==> config.mk <==
export PLATFORM = sky130hd
export DESIGN_NAME = shift_seq_ctrl
export DESIGN_NICKNAME = d
export VERILOG_FILES = /design/src/rtl/shift_seq_ctrl.sv
export SDC_FILE = /design/constraint.sdc
export NUM_CORES = 1
export LEC_CHECK = 0
export BUFFER_PORTS_ARGS = -buffer_cell sky130_fd_sc_hd__buf_2
export CAP_MARGIN = 25
export CELL_PAD_IN_SITES_DETAIL_PLACEMENT = 0
export CELL_PAD_IN_SITES_GLOBAL_PLACEMENT = 1
export CORE_UTILIZATION = 32
export CTS_CLUSTER_DIAMETER = 150
export DETAILED_ROUTE_END_ITERATION = 16
export GPL_TIMING_DRIVEN = 0
export PLACE_DENSITY = 0.82
export SETUP_SLACK_MARGIN = 0.3
export SYNTH_ARGS = -nofsm -noshare
export SYNTH_HDL_FRONTEND = slang
export SYNTH_SLANG_ARGS = --single-unit
export TNS_END_PERCENT = 10
==> constraint.sdc <==
create_clock -name clk -period 1.5 [get_ports clk]
set_input_delay 0.075 -clock clk [delete_from_list [all_inputs] [get_ports clk]]
set_output_delay 0.075 -clock clk [all_outputs]
set_load 0.05 [all_outputs]
==> src/rtl/shift_seq_ctrl.sv <==
// Counter-driven shift sequencer: accepts SHIFT/LOAD/CLEAR commands and performs
// N single-position shifts of a (WIDTH+1)-bit register, then reports a done pulse.
module shift_seq_ctrl #(
    parameter int WIDTH = 8,
    parameter int CNT_W = 3
) (
    input  logic             clk,
    input  logic             rst_n,
    input  logic             cmd_valid,
    output logic             cmd_ready,
    input  logic [1:0]       cmd_op,
    input  logic [CNT_W-1:0] cmd_cnt,
    input  logic             cmd_sin,
    input  logic [WIDTH:0]   load_data,
    input  logic             abort,
    output logic [WIDTH:0]   q,
    output logic             busy,
    output logic [CNT_W-1:0] cnt_left,
    output logic             done,
    output logic [1:0]       done_status
);

    typedef enum logic [1:0] {
        ST_IDLE  = 2'd0,
        ST_SHIFT = 2'd1,
        ST_DONE  = 2'd2
    } state_t;

    localparam logic [1:0] OP_SHIFT = 2'b00;
    localparam logic [1:0] OP_LOAD  = 2'b01;
    localparam logic [1:0] OP_CLEAR = 2'b10;

    localparam logic [1:0] STS_OK      = 2'b00;
    localparam logic [1:0] STS_ABORTED = 2'b01;
    localparam logic [1:0] STS_ILLEGAL = 2'b10;

    state_t           state_q, state_d;
    logic [WIDTH:0]   q_q, q_d;
    logic [CNT_W-1:0] cnt_q, cnt_d;
    logic             sin_q, sin_d;
    logic [1:0]       status_q, status_d;

    always_comb begin
        // NOTE: every signal gets a default first so no path leaves it unassigned (no latches).
        state_d  = state_q;
        q_d      = q_q;
        cnt_d    = cnt_q;
        sin_d    = sin_q;
        status_d = STS_OK;

        case (state_q)
            ST_IDLE: begin
                if (cmd_valid) begin
                    state_d = ST_DONE;
                    case (cmd_op)
                        OP_SHIFT: begin
                            if (cmd_cnt != '0) begin
                                state_d = ST_SHIFT;
                                sin_d   = cmd_sin;
                                cnt_d   = cmd_cnt;
                            end
                        end
                        OP_LOAD:  q_d = load_data;
                        OP_CLEAR: q_d = '0;
                        default:  status_d = STS_ILLEGAL;
                    endcase
                end
            end

            ST_SHIFT: begin
                // Abort takes priority over the shift, including the final one.
                if (abort) begin
                    state_d  = ST_DONE;
                    cnt_d    = '0;
                    status_d = STS_ABORTED;
                end else begin
                    q_d = {q_q[WIDTH-1:0], sin_q};
                    if (cnt_q <= CNT_W'(1)) begin
                        state_d = ST_DONE;
                        cnt_d   = '0;
                    end else begin
                        cnt_d = cnt_q - CNT_W'(1);
                    end
                end
            end

            default: state_d = ST_IDLE;
        endcase
    end

    // NOTE: sequential state uses non-blocking assignments so all flops update together.
    always_ff @(posedge clk or negedge rst_n) begin
        if (!rst_n) begin
            state_q  <= ST_IDLE;
            q_q      <= '0;
            cnt_q    <= '0;
            sin_q    <= 1'b0;
            status_q <= STS_OK;
        end else begin
            state_q  <= state_d;
            q_q      <= q_d;
            cnt_q    <= cnt_d;
            sin_q    <= sin_d;
            status_q <= status_d;
        end
    end

    assign cmd_ready   = (state_q == ST_IDLE);
    assign busy        = (state_q == ST_SHIFT);
    assign done        = (state_q == ST_DONE);
    assign done_status = status_q;
    assign q           = q_q;
    assign cnt_left    = cnt_q;

endmodule

Yosys cells after proc, flatten, opt, wreduce, memory -nomap -nowiden
Index checks and enable logic that the tools add are counted.
{"block": "word_totals", "ff_bits": 17, "input_bits": 19, "out_inout_bits": 17}
{"block": "op_classes", "add_sub_neg": 1, "n_lt_le_gt_ge": 1, "eq_ne": 10, "n_mux": 20, "reduce_logical": 9}
{"operator": "$pmux 9 s2", "count": 2}
{"operator": "$mux 9", "count": 2}
{"operator": "$mux 3", "count": 5}
{"operator": "$mux 2", "count": 7}
{"operator": "$reduce_and 4->1", "count": 3}
{"operator": "$pmux 2 s2", "count": 2}
{"operator": "$pmux 3 s2", "count": 1}
{"operator": "$eq 2x1->1 const B", "count": 2}
{"operator": "$eq 2x2->1 const B", "count": 2}
{"operator": "$logic_not 2->1", "count": 2}
{"operator": "$ne 2x1->1 const B", "count": 2}
{"operator": "$ne 2x2->1 const B", "count": 2}
{"operator": "$le 3x1->1 const B", "count": 1}
{"operator": "$ne 3x1->1 const B", "count": 1}
{"operator": "$ne 3x2->1 const B", "count": 1}
{"operator": "$reduce_bool 3->1", "count": 1}
{"operator": "$reduce_or 3->1", "count": 1}
{"operator": "$sub 3x1->3 const B", "count": 1}
{"operator": "$reduce_and 2->1", "count": 1}
{"operator": "$reduce_bool 2->1", "count": 1}
{"operator": "$mux 1", "count": 1}

Depth between registers and ports, before layout
Gate-level depths: netlist (run 1).
{"block": "depth", "depth_word": 5, "mapped_depth": 5, "depth_no_buf": 5}

Worst setup path after synthesis (run 1)
No wires, ideal clock.
{"block": "synth_path", "kind": "reg-to-reg", "start": "register state_q[1]", "end": "register sin_q", "setup_time_ns": 0.125, "t_arrival_ns": 1.507, "required_time_ns": 1.375, "path_slack_ns": -0.132, "path_stages_with_launch": 4, "n_path_buf": 0, "period_less_slack_ns": 1.632, "path_cell_list": "dfrtp_1 -> or3b_4 -> or3_4 -> mux2_4"}
{"block": "synth_via", "elab_chain_cells": 2}
{"element": "from (decl)", "line": "37", "source": "state_t state_q, state_d;"}
{"element": "from (signal assigned)", "line": "100", "source": "state_q <= state_d;"}
{"element": "$logic_not 2->1", "line": "51", "source": "case (state_q)"}
{"element": "$reduce_and 4->1 (no source line)"}
{"element": "to (signal assigned)", "line": "103", "source": "sin_q <= sin_d;"}
{"element": "to (decl)", "line": "40", "source": "logic sin_q, sin_d;"}
No other way between the ends.
A chain may end at the register's enable or synchronous reset.

Worst setup path after layout (run 1)
{"block": "layout_path", "start": "register state_q[0]", "end": "register sin_q"}
The elaborated chain is that of the path after synthesis.

==> run summary, run 1 <==
net count after synthesis: 121
IR Drop Worst-Case VDD: 0.000984 V
relative slew slack: 66.4%
share of post-route cells with drive strength above 1: 36.8%
setup clock skew after layout: 4.04 ps
Die Area: 3340 sq um
Reg2Reg Capture Point: sin_q
depth of the worst register-to-register path: 3
number of input and output port buffers inserted: 35
detailed route wirelength on metal3: 135 um
TritonCTS buffer count: 3
distinct cell type count of the synthesized netlist: 33
vias in the first global route: 885
wire length of the first global-routing pass: 3970 um
nets@finish: 166
routed metal-1 wire length: 1120 um
Max Transition Viols Final: 0
Detail Route met2 WL: 1090 um
root cell of the clock tree: clkbuf_4
Sw Pwr: 1200 uW
number of antenna-violating nets in the routed design: 0
Period Utilization, post-route: 110%
sequential fraction of the synthesis area: 42.7%
final worst-path setup slack: -145 ps
Post-Layout Cell Count: 175
die span in y: 57.8 um
unrepaired setup endpoints after global routing: yes
post-detailed-placement half-perimeter wirelength: 1690 um
transition time of the tightest slew-check pin: 500 ps
number of warnings reported in the yosys synthesis log: 0
worst path arrival time: 1840 ps
placement row count: 19
switching power as a share of total power: 51.7%
Hold Violations, Final: 0
number of antenna diodes: 0
critical path data required time: 1690 ps
final count of negative-setup-slack endpoints: 7
final weighted congestion in routability-driven placement: 0.748
Power Dens Cells: 1770 nW/um^2
mean post-synth cell area: 9.96 sq um
core area: 2850 sq um
critical path start-end classification: flop to flop
Achievable Freq: 608 MHz
clock share of power: 10.8%
final worst path period need: 1640 ps
final global-route overflow total: 0
register bit count reported by yosys: 17
post-synthesis instance area: 996 sq um
fraction of power consumed by sequential logic: 33.3%
initial core utilization: 34.9%
total DRC errors in the routed layout: 4
largest net degree at the start of global routing: 18
TritonCTS clock tree: built
maximum fanout encountered on the critical timing path: 4
Detailed Route WL: 2360 um
worst hold start: cmd_cnt[2]
number of violations reported at the end of detailed-routing iteration 0: 25
proportion of power drawn by combinational gates: 55.9%
commonest register cell after synthesis: dfrtp_1
# H-tree levels: 1
maxcap violations: 0
clk slew on worst S/H paths: 100 ps
kind of end point of the critical path: flop
LEAKAGE: 0.000689 uW
endpoint with the worst hold slack: cnt_left[2]
smallest hold slack: 42.4 ps
setup slack of the most critical reg-to-reg path: -140 ps
beginning of the worst register-to-register path: state_q[0]
worst hold path depth: 3
Post-synth EDFFs: 0
Highest Signal Layer: met4
result of the run: finished with violations
width of the chip: 57.8 um
Cell Count Post-Placement: 166
post-synthesis cell count: 100
initial antenna violation count: 0
internal power summed over all cells: 1120 uW
Worst-Skew Late Latency: 290 ps
CP Launch Type: flop
Via Count: 892
source of the critical timing path: state_q[0]
clock sinks: 17
Post-synth ARST share: 100%
area grow syn2layout: 32.0%
detail-routed net length per standard cell: 13.5 um
number of I/O pins: 36
via density per instance: 5.10
number of iterations in the first detailed-routing pass: 10
violations in the final reports: DRC, setup timing
path type of the worst min-delay path: input pin to flop
global routing usage summed across all routing layers: 15.5%
Longest Clk Path Bufs: 2
[worst max-delay path, cell delays in order (launching register included)]
cell and delay, ps:
dfrtp_1 430, or3b_4 420, or3_4 390, mux2_4 300
[power by group through the flow]
stage / registers, uW / logic [uW] / clock network (uW)
2_1_floorplan: 1280 / 426 / 0
3_3_place_gp: 761 / 1230 / 0
3_5_place_dp: 769 / 1240 / 0
4_1_cts: 773 / 1290 / 263
5_1_grt: 801 / 1390 / 280
6_report: 775 / 1300 / 251
[stage by stage]
step                      setup slack (ps)  util, %  total power, uW  TNS (ps)  instance area (sq um)
after global placement                -161     42.4             1990     -1030                   1210
final                                 -145     46.1             2320      -380                   1320
after global routing                  -181     46.1             2480     -1480                   1320
after CTS                             -168     45.2             2330      -738                   1290
after floorplan                       -104        -             1710      -233                    996
after detailed placement              -169     42.4             2010     -1420                   1210
[cell usage in the layout, fill, tap and decap left out, types with 2 or more instances in the layout]
| cell | netlist | layout |
|---|---|---|
| buf_4 | 0 | 5 |
| and3b_1 | 9 | 9 |
| o211ai_1 | 3 | 3 |
| nor2b_1 | 3 | 3 |
| ha_1 | 2 | 2 |
| buf_1 | 1 | 2 |
| a31oi_1 | 9 | 9 |
| buf_2 | 1 | 33 |
| nand3_1 | 2 | 2 |
| clkbuf_4 | 0 | 3 |
| dfrtp_1 | 17 | 17 |
| buf_6 | 0 | 2 |
| dlygate4sd3_1 | 0 | 2 |
| inv_1 | 13 | 12 |
| mux2i_1 | 9 | 9 |
| nor2_1 | 2 | 2 |
| nand2b_1 | 3 | 3 |
[worst max-delay path by stage]
stage / to / depth (start not counted)
floorplan: sin_q / 3
global placement: sin_q / 3
detailed placement: sin_q / 3
CTS: sin_q / 3
global route: sin_q / 3
finish: sin_q / 3
[cell usage after synthesis, drive strengths merged (2+ instances only)]
library cell	instances	area share [%]
nor3b	2	1.5
and3b	9	7.9
nand2b	3	1.9
dfrtp	17	43
o211ai	3	2.3
o311ai	2	1.8
buf	2	0.88
mux2i	9	9.0
o21ai	2	1.0
ha	2	2.5
inv	13	4.9
clkbuf	4	1.5
nor2	2	0.75
nor2b	3	1.9
nand3	2	1.0
a31oi	9	5.7
[flip-flops by register name, summed over array words and instances (netlist names)]
signal and flops:
state_q 2, sin_q 1, done_status 2, q 9
cnt_left 3
[final cells by class]
| type | count | area [sq um] |
|---|---|---|
| Buffer | 6 | 35.0 |
| Fill cell | 283 | 1540 |
| Multi-Input combinational cell | 64 | 513 |
| Sequential cell | 17 | 425 |
| Clock buffer | 3 | 22.5 |
| Tap cell | 31 | 38.8 |
| Timing Repair Buffer | 40 | 226 |
| Clock inverter | 1 | 5.00 |
| Inverter | 13 | 48.8 |
[cells by family (layout without fill, tap and decap cells)]
family / Yosys count / in the layout / synth area share (%)
buf+inv: 19 / 63 / 7.29
fa+ha+maj: 2 / 2 / 2.51
compound gates: 22 / 22 / 15.3
mux: 10 / 10 / 10.6
simple gates: 29 / 29 / 20.7
flops: 17 / 17 / 42.7
xor+xnor: 1 / 1 / 0.880
[metal layers]
layer / global-route usage, % / vias to the layer above
li1: - / 447
met1: 20.2 / 413
met2: 26.1 / 28
met3: 2.68 / 4
met4: 5.10 / 0
met5: 0 / -
[timing repair]
item,4_1_cts,5_1_grt
hold buffers,2,0
buffers inserted,1,2
endpoints found under the hold margin,18,0
setup endpoints to repair,20,19
resized for setup,10,7
pin swaps,1,1
Power figures use the tool's default switching activity.
==> run 2, diff against run 1 <==
CORE_UTILIZATION = 30   (was 32)
PLACE_DENSITY = 0.79   (was 0.82)
RECOVER_POWER = 50   (was not set)
==> run 2 against run 1 <==
  * The flow finishes with violations (setup timing)
  * Routed wire length grew 0.13%
  * Critical path depth is the same
  * Global-route usage shrank 1.0 points
  * Die area grew 6.4%
  * Core utilization shrank 1.3 points
  * Combinational power grew 5%
  * Register-to-register slack is essentially flat
  * Maximum frequency shrank 0.28%
  * Setup slack lost 4.7 ps
  * First-iteration DRC count shrank 8.0%
  * Critical path type unchanged
  * Critical endpoint unchanged
  * Largest power group unchanged
==> run summary, run 2 (synthesized netlist as in run 1, its figures left out) <==
Period Utilization, post-route: 110% (about the same)
Power Dens Cells: 1720 nW/um^2 (was 1770 nW/um^2)
Fillers: 331 (was 283)
maximum fanout encountered on the critical timing path: 5 (was 4)
path type of the worst min-delay path: input pin to flop (unchanged)
global routing usage summed across all routing layers: 14.4% (was 15.5%)
Achievable Freq: 606 MHz (was 608 MHz)
critical path start-end classification: flop to flop (unchanged)
placement row count: 20 (was 19)
vias in the first global route: 889 (was 885)
Via Count: 900 (was 892)
final worst-path setup slack: -149 ps (was -145 ps)
Longest Clk Path Bufs: 2 (unchanged)
number of iterations in the first detailed-routing pass: 4 (was 10)
critical path data required time: 1690 ps (about the same)
max FFs per register: 9 (unchanged)
via density per instance: 4.74 (was 5.10)
number of antenna diodes: 0 (unchanged)
Max Transition Viols Final: 0 (unchanged)
final global-route overflow total: 0 (unchanged)
leading cell type in the layout, fill and taps excluded: buf_2 (unchanged)
number of antenna-violating nets in the routed design: 0 (unchanged)
depth of the worst register-to-register path: 3 (unchanged)
detail-routed net length per standard cell: 12.4 um (was 13.5 um)
transition time of the tightest slew-check pin: 974 ps (was 500 ps)
worst hold path depth: 3 (unchanged)
Critical-path top delay cell: dfrtp_1 (unchanged)
final count of negative-setup-slack endpoints: 4 (was 7)
maxcap violations: 0 (unchanged)
post-detailed-placement half-perimeter wirelength: 1710 um (was 1690 um)
total DRC errors in the routed layout: 0 (was 4)
largest net degree at the start of global routing: 18 (unchanged)
gate family responsible for the most delay along the worst path: simple AND/OR/NAND/NOR gates (unchanged)
cells along the critical path: or3b_4, or3_4, mux2_4 (unchanged)
setup slack of the most critical reg-to-reg path: -150 ps (was -140 ps)
initial core utilization: 32.1% (was 34.9%)
area grow syn2layout: 39.4% (was 32.0%)
LEAKAGE: 0.000708 uW (was 0.000689 uW)
TritonCTS clock tree: built (unchanged)
clock sinks: 17 (unchanged)
largest stage delay on the critical path: 430 ps (about the same)
initial antenna violation count: 0 (unchanged)
number of violations reported at the end of detailed-routing iteration 0: 23 (was 25)
relative slew slack: 35.1% (was 66.4%)
clk slew on worst S/H paths: 110 ps (was 100 ps)
root cell of the clock tree: clkbuf_4 (unchanged)
beginning of the worst register-to-register path: state_q[1] (was state_q[0])
endpoint with the worst hold slack: cnt_left[2] (unchanged)
TritonCTS buffer count: 3 (unchanged)
Detailed Route WL: 2370 um (was 2360 um)
final core area utilization: 44.8% (was 46.1%)
setup clock skew after layout: 1.07 ps (was 4.04 ps)
worst hold start: cmd_cnt[2] (unchanged)
final worst path period need: 1650 ps (was 1640 ps)
Die Area: 3550 sq um (was 3340 sq um)
nets@finish: 168 (was 166)
wire length of the first global-routing pass: 3870 um (was 3970 um)
CP Launch Type: flop (unchanged)
WP buf/inv: 0 (unchanged)
violations in the final reports: setup timing (was DRC, setup timing)
unrepaired setup endpoints after global routing: yes (unchanged)
number of input and output port buffers inserted: 35 (unchanged)
kind of end point of the critical path: flop (unchanged)
share of post-route cells with drive strength above 1: 38.4% (was 36.8%)
Hold Violations, Final: 0 (unchanged)
worst path arrival time: 1840 ps (about the same)
# H-tree levels: 1 (unchanged)
IR Drop Worst-Case VDD: 0.00113 V (was 0.000984 V)
Post-Place Worst Slack: -167 ps (was -169 ps)
die span in y: 59.6 um (was 57.8 um)
number of I/O pins: 36 (unchanged)
result of the run: finished with violations (unchanged)
final weighted congestion in routability-driven placement: 0.774 (was 0.748)
width of the chip: 59.6 um (was 57.8 um)
Worst-Skew Late Latency: 300 ps (was 290 ps)
Reg2Reg Capture Point: sin_q (unchanged)
core area: 3100 sq um (was 2850 sq um)
commonest cells after routing, fill and taps aside: buf_2, dfrtp_1, inv_1 (unchanged)
==> run 2: cell count changes in the layout (fill, tap and decap cells not counted), sizes merged <==
cell    change
clkbuf      +3
buf         -1
==> run 2: worst register-to-register path: stages (launching register included) <==
cell and delay, ps:
dfrtp_1 430, or3b_4 420, or3_4 400, mux2_4 300
==> run 2: how the worst max path moves through the flow <==
| stage | from | endpoint | slack, ps | cells past startpoint |
|---|---|---|---|---|
| after global routing | state_q[1] | sin_q | -180 | 3 |
| final | state_q[1] | sin_q | -150 | 3 |
| after detailed placement | state_q[0] | sin_q | -170 | 3 |
| after floorplan | state_q[0] | sin_q | -100 | 3 |
| after CTS | state_q[1] | sin_q | -140 | 3 |
| after global placement | state_q[0] | sin_q | -160 | 3 |
==> run 2: timing repair <==
| action | 4_1_cts | 5_1_grt |
|---|---|---|
| hold buffers | 1 | 1 |
| setup buffers | 5 | 0 |
| gates resized for setup | 14 | 22 |
| endpoints found under the hold margin | 17 | 1 |
| endpoints found under the setup margin | 19 | 20 |
| pin swaps | 1 | 1 |
==> run 2: report_power, final <==
part | leakage, uW | internal (uW) | total [uW] | switching [uW]
clock | 0.0000177 | 99.4 | 257 | 158
sequential | 0.000213 | 624 | 769 | 146
combinational | 0.000476 | 441 | 1360 | 916
==> run 2: area by class of cell <==
cell class	instances	area [sq um]	area share, %
timing repair buffer	42	263	18.9
inverter	13	51.3	3.69
multi-input combinational	64	523	37.7
clock buffer	3	22.5	1.62
buffer	6	43.8	3.15
tap	44	55.1	3.96
sequential	17	425	30.6
clock inverter	1	5.00	0.360
==> run 2: metal layers <==
| metal | wire [um] | up-vias | GRT usage [%] |
|---|---|---|---|
| met5 | 0 | - | 0 |
| met3 | 119 | 3 | 2.84 |
| met2 | 1080 | 26 | 24.2 |
| li1 | - | 445 | - |
| met1 | 1140 | 426 | 18.9 |
| met4 | 23 | 0 | 3.99 |
==> run 2: per-stage QoR <==
stage	setup TNS [ps]	power (uW)	instance area (sq um)	std cells	hold WS, ps
after floorplan	-233	1710	996	100	-221
after global placement	-999	1990	1230	179	21.1
after detailed placement	-1210	2010	1230	179	27.2
after CTS	-378	2360	1340	189	0.00613
after global routing	-1310	2530	1390	190	34.1
final	-367	2380	1390	190	28.0
